[src/rtl/word_frame_pkg.sv]
// Shared defaults and types for the word frame packer.
// Lane/frame geometry, counter width and FSM state encoding.
package word_frame_pkg;
  localparam int W  = 10;
  localparam int N  = 48;
  localparam int FW = W * N;
  localparam int IW = $clog2(N + 1);

  typedef enum logic {
    FILL = 1'b0,
    FULL = 1'b1
  } state_t;
endpackage

[src/rtl/frame_slot.sv]
// Single register stage with valid/ready, generic payload.
// Ports: in_data/in_valid/in_ready upstream, out_* downstream.
module frame_slot
  import word_frame_pkg::*;
#(
  parameter int PW = FW + IW
) (
  input  logic          clk,
  input  logic          rstn,
  input  logic [PW-1:0] in_data,
  input  logic          in_valid,
  output logic          in_ready,
  output logic [PW-1:0] out_data,
  output logic          out_valid,
  input  logic          out_ready
);

  // Empty or draining this cycle: a new payload may land.
  assign in_ready = !out_valid || out_ready;

  always_ff @(posedge clk) begin
    if (!rstn) begin
      out_data  <= '0;
      out_valid <= 1'b0;
    end else if (in_valid && in_ready) begin
      out_data  <= in_data;
      out_valid <= 1'b1;
    end else if (out_ready) begin
      out_valid <= 1'b0;
    end
  end

endmodule

[src/rtl/word_frame_packer.sv]
// Packs W-bit words into an N-lane frame with valid/ready output.
// Ports: in_data/in_valid/in_ready/in_flush, frame/frame_words/frame_valid/frame_ready.
module word_frame_packer
  import word_frame_pkg::*;
#(
  parameter int W = word_frame_pkg::W,
  parameter int N = word_frame_pkg::N
) (
  input  logic                       clk,
  input  logic                       rstn,
  input  logic [W-1:0]               in_data,
  input  logic                       in_valid,
  output logic                       in_ready,
  input  logic                       in_flush,
  output logic [W*N-1:0]             frame,
  output logic [$clog2(N+1)-1:0]     frame_words,
  output logic                       frame_valid,
  input  logic                       frame_ready
);

  localparam int CW = $clog2(N + 1);
  localparam int BW = W * N;

  state_t        state;
  logic          rdy;
  logic [CW-1:0] idx;
  logic [CW-1:0] hcnt;
  logic [BW-1:0] pbuf;
  logic [BW-1:0] wbuf;
  logic [CW-1:0] pcnt;
  logic          acc;
  logic          close;
  logic          push;
  logic          slot_rdy;

  // in_ready comes straight from a flop, never from frame_ready.
  assign in_ready = rdy;

  always_comb begin
    acc   = in_valid && rdy;
    close = acc && (in_flush || idx == CW'(N - 1));
    wbuf  = pbuf;
    for (int k = 0; k < N; k++) begin
      if (acc && idx == CW'(k)) wbuf[k*W +: W] = in_data;
    end
    // In FULL nothing is accepted, so wbuf is the held frame.
    push = close || (state == FULL);
    pcnt = (state == FULL) ? hcnt : idx + CW'(1);
  end

  always_ff @(posedge clk) begin
    if (!rstn) begin
      state <= FILL;
      rdy   <= 1'b0;
      idx   <= '0;
      hcnt  <= '0;
      pbuf  <= '0;
    end else begin
      unique case (state)
        FILL: begin
          rdy <= 1'b1;
          if (close) begin
            idx <= '0;
            if (slot_rdy) begin
              pbuf <= '0;
            end else begin
              pbuf  <= wbuf;
              hcnt  <= pcnt;
              state <= FULL;
              rdy   <= 1'b0;
            end
          end else if (acc) begin
            pbuf <= wbuf;
            idx  <= idx + CW'(1);
          end
        end
        FULL: begin
          if (slot_rdy) begin
            pbuf  <= '0;
            state <= FILL;
            rdy   <= 1'b1;
          end
        end
        default: ;
      endcase
    end
  end

  frame_slot #(
    .PW(BW + CW)
  ) u_slot (
    .clk       (clk),
    .rstn      (rstn),
    .in_data   ({wbuf, pcnt}),
    .in_valid  (push),
    .in_ready  (slot_rdy),
    .out_data  ({frame, frame_words}),
    .out_valid (frame_valid),
    .out_ready (frame_ready)
  );

endmodule
[config.mk]
export PLATFORM = sky130hd
export DESIGN_NAME = word_frame_packer
export DESIGN_NICKNAME = d
export VERILOG_FILES = /design/src/rtl/word_frame_pkg.sv /design/src/rtl/frame_slot.sv /design/src/rtl/word_frame_packer.sv
export SDC_FILE = /design/constraint.sdc
export NUM_CORES = 2
export LEC_CHECK = 0
export CORE_MARGIN = 5
export CORE_UTILIZATION = 35
export CTS_BUF_LIST = sky130_fd_sc_hd__clkbuf_4
export DETAILED_ROUTE_END_ITERATION = 10
export PLACE_DENSITY = 0.61
export SLEW_MARGIN = 25
export SYNTH_ARGS = -nofsm -noshare
export SYNTH_HDL_FRONTEND = slang
export SYNTH_SLANG_ARGS = --single-unit
export TNS_END_PERCENT = 20
[constraint.sdc]
create_clock -name clk -period 2.9 [get_ports clk]
set_input_delay 0.58 -clock clk [delete_from_list [all_inputs] [get_ports clk]]
set_output_delay 0.58 -clock clk [all_outputs]
set_load 0.02 [all_outputs]
==> run summary <==
Peak fanout along the critical path = 12
Non-filler cells, final = 8115
Post-place setup slack = 148.1 ps
Std-Cell Rows = 132
Nets = 6199
Fin worst setup slack = 102.2 ps
Vias in the first global route = 45770
Synthesized net count = 5879
H-Tree Depth = 5
Initial core utilization = 35.23%
Post-Place Cell Area = 53270 um^2
Die Width = 371.0 um
Detail-routed via count per cell = 6.136
Vias = 49800
Avg Cell Area, Syn = 7.785 um^2
Inst Count DP = 7613
Area of the multi-input gates = 22720 um^2
Global Route Usage Sum = 26.62%
Share of the synthesized area in the top cell type = 43.05%
Crit path kind = register to register
Hold Crit Class = input pin to register
Power Density = 540.8 nW/um^2
Setup violators final = 0
Peak supply drop = 0.3786 mV
CTS tree = yes
Fillers = 13110
Pins Over Slew Limit = 0
Register area share after synthesis = 43.05%
Initial DRC count = 6090
HPWL after detailed placement = 119.6 mm
Peak Freq = 357.4 MHz
First-pass GRT wire length = 287.8 mm
Clk Latency, worst-skew pair = 1270 ps
#FFs+latches synth = 981
Post-route ant nets = 0
Clk slew on worst S/H paths = 60 ps
Worst Max-Slew Pin Slew = 1051 ps
Post-CTS Setup Inserts = 0
Post-synth EDFFs = 0
Fin crit share = 96.48%
Leading post-synthesis cells by cell area = dfxtp_1 (43%), nand2_1 (12%), nand4_1 (7.7%)
Ports = 503
Static Leak = 18.08 nW
DIE AREA = 137700 um^2
Relative slew slack = 29.75%
Final hold violation count = 0
Worst path required time = 4110 ps
Final Util = 43.55%
Grt ovf = 0
Area growth, synth to finish = 23.61%
Hold_ws = 240.2 ps
Initial antenna violation count = 8
Post-Syn Area = 45620 um^2
CP Launch Type = register
# DRC = 0
Storage cell area = 19640 um^2
Mapped Cells = 5860
Post-synth top area cell = dfxtp_1
Final GP Congestion = 0.8359
Maxcap violations = 0
Share of cells above drive strength 1 = 14.29%
Fin area = 56400 um^2
Die Y = 371.0 um
Async S/R FF share, synth = 0%
Post-synth top flop = dfxtp_1
Fin crit period = 2798 ps
Core area = 129500 um^2
CTS max path bufs = 4
Final WL = 193.6 mm
Clock Tree Root = clkbuf_4
First drt pass iteration count = 8
Drt wl/cell = 23.86 um
CTS buffer count = 294
Crit path capture type = register
Status = complete, no violations
Critical Path AT = 4000 ps
Largest net degree at the start of global routing = 111
PortBufs = 502
Num Clock Sinks = 981
Synth cell types = 57
Total number of yosys warnings = 0
Reg-to-reg setup timing slack = 100 ps
Clk_skew = 88.67 ps
-- final timing paths --
check	startpoint	to	cells after the start
worst max-delay path	idx[0]$_SDFFE_PN0P_	pbuf[59]$_SDFFE_PN0P_	8
worst min-delay path	in_data[1]	u_slot.out_data[37]$_SDFFE_PN0P_	4
worst max register to register	idx[0]$_SDFFE_PN0P_	pbuf[59]$_SDFFE_PN0P_	8
worst min register to register	pbuf[15]$_SDFFE_PN0P_	u_slot.out_data[21]$_SDFFE_PN0P_	2
-- synthesized netlist by cell type (5+ instances only) --
cell,instances
clkbuf_1,548
nor3_2,15
a311oi_2,90
o22ai_1,20
nand3b_1,9
buf_1,53
and2_1,5
and3b_1,9
a311oi_1,390
and3_1,5
nand2_1,1415
nand4_1,561
nor2_1,43
dfxtp_1,981
nand3_1,450
buf_2,186
a21oi_1,496
a31oi_1,462
o21ai_0,30
buf_6,12
and2_0,8
nor2_2,5
-- repair_timing --
action,CTS,global route
hold buffers,13,0
endpoints found under the hold margin,637,0
resized for setup,395,9
setup endpoints to repair,392,8
-- area by class of cell --
type                       count  area share, %
clock buffer                 430          5.724
antenna                       10        0.04437
timing repair buffer         827          14.83
inverter                       4        0.04881
tap                         1742          3.865
multi-input combinational   4072          40.29
sequential                   981          34.83
clock inverter                49         0.3727
-- placed cells by master, fill, tap and decap left out, types with 3 or more instances in the layout --
cell / netlist / routed
and3b_1: 9 / 8
a31oi_1: 462 / 462
a211oi_1: 4 / 4
nor2_2: 5 / 11
nor3_1: 3 / 3
nor3b_1: 4 / 4
clkdlybuf4s50_1: 0 / 94
a311oi_2: 90 / 90
diode_2: 0 / 10
and3_1: 5 / 5
dlygate4sd3_1: 0 / 13
dfxtp_1: 981 / 979
o22ai_1: 20 / 20
and2_1: 5 / 3
nand3_1: 450 / 449
dlymetal6s2s_1: 0 / 5
inv_2: 0 / 4
or3b_2: 4 / 4
a21oi_1: 496 / 495
nand4_1: 561 / 561
nor3_2: 15 / 15
mux2_2: 3 / 3
nand3b_1: 9 / 9
buf_12: 0 / 110
and2_2: 0 / 10
dlygate4sd2_1: 0 / 390
clkbuf_4: 0 / 430
nor2_1: 43 / 36
a311oi_1: 390 / 390
clkinv_1: 0 / 44
nor4_1: 3 / 3
o21ai_0: 30 / 30
buf_4: 4 / 212
nand2_1: 1415 / 1415
ha_1: 4 / 4
-- state kept, by name (all words and copies together) (netlist names) --
signal,count
idx,6
u_slot.out_data,486
pbuf,480
state,1
in_ready,1
hcnt,6
u_slot.out_valid,1
-- kinds of logic after synthesis --
logic type | after synthesis | share of synthesized area (%)
simple gates | 2552 | 26.05
xor+xnor | 3 | 0.05760
flops | 981 | 43.05
fa+ha+maj | 4 | 0.1097
compound gates | 1508 | 23.24
mux | 5 | 0.1179
buf+inv | 807 | 7.380
-- routing by layer --
metal | routed length (um) | global-route usage (%) | share of wire (%) | vias up
met3 | 18180 | 6.898 | 9.4 | 426
met2 | 87450 | 40.69 | 45 | 2685
met5 | 7 | 0 | 0.0036 | -
met4 | 7315 | 10.92 | 3.8 | 2
met1 | 80640 | 35.74 | 42 | 24170
li1 | - | - | - | 22510
-- metrics by stage --
stage / setup TNS [ps] / total power (W)
global route: -51.46 / 0.03171
CTS: 0 / 0.03072
finish: 0 / 0.03050
detailed placement: 0 / 0.01790
global placement: 0 / 0.01788
floorplan: 0 / 0.01620
-- critical path: stages, from the launching register on --
cell	delay, ps
dfxtp_1	510
ha_1	360
nand3b_1	210
buf_4	230
nor2_1	200
buf_4	240
nand3_2	200
o22ai_1	200
dlygate4sd3_1	600
-- power by group --
group	leakage, nW	total [W]	internal, W	switching [W]
clock	2.08	0.0130	0.00680	0.00624
sequential	7.96	0.0141	0.0138	0.000309
combinational	8.05	0.00332	0.00109	0.00223
No activity file was read; power rests on OpenSTA's default activity.
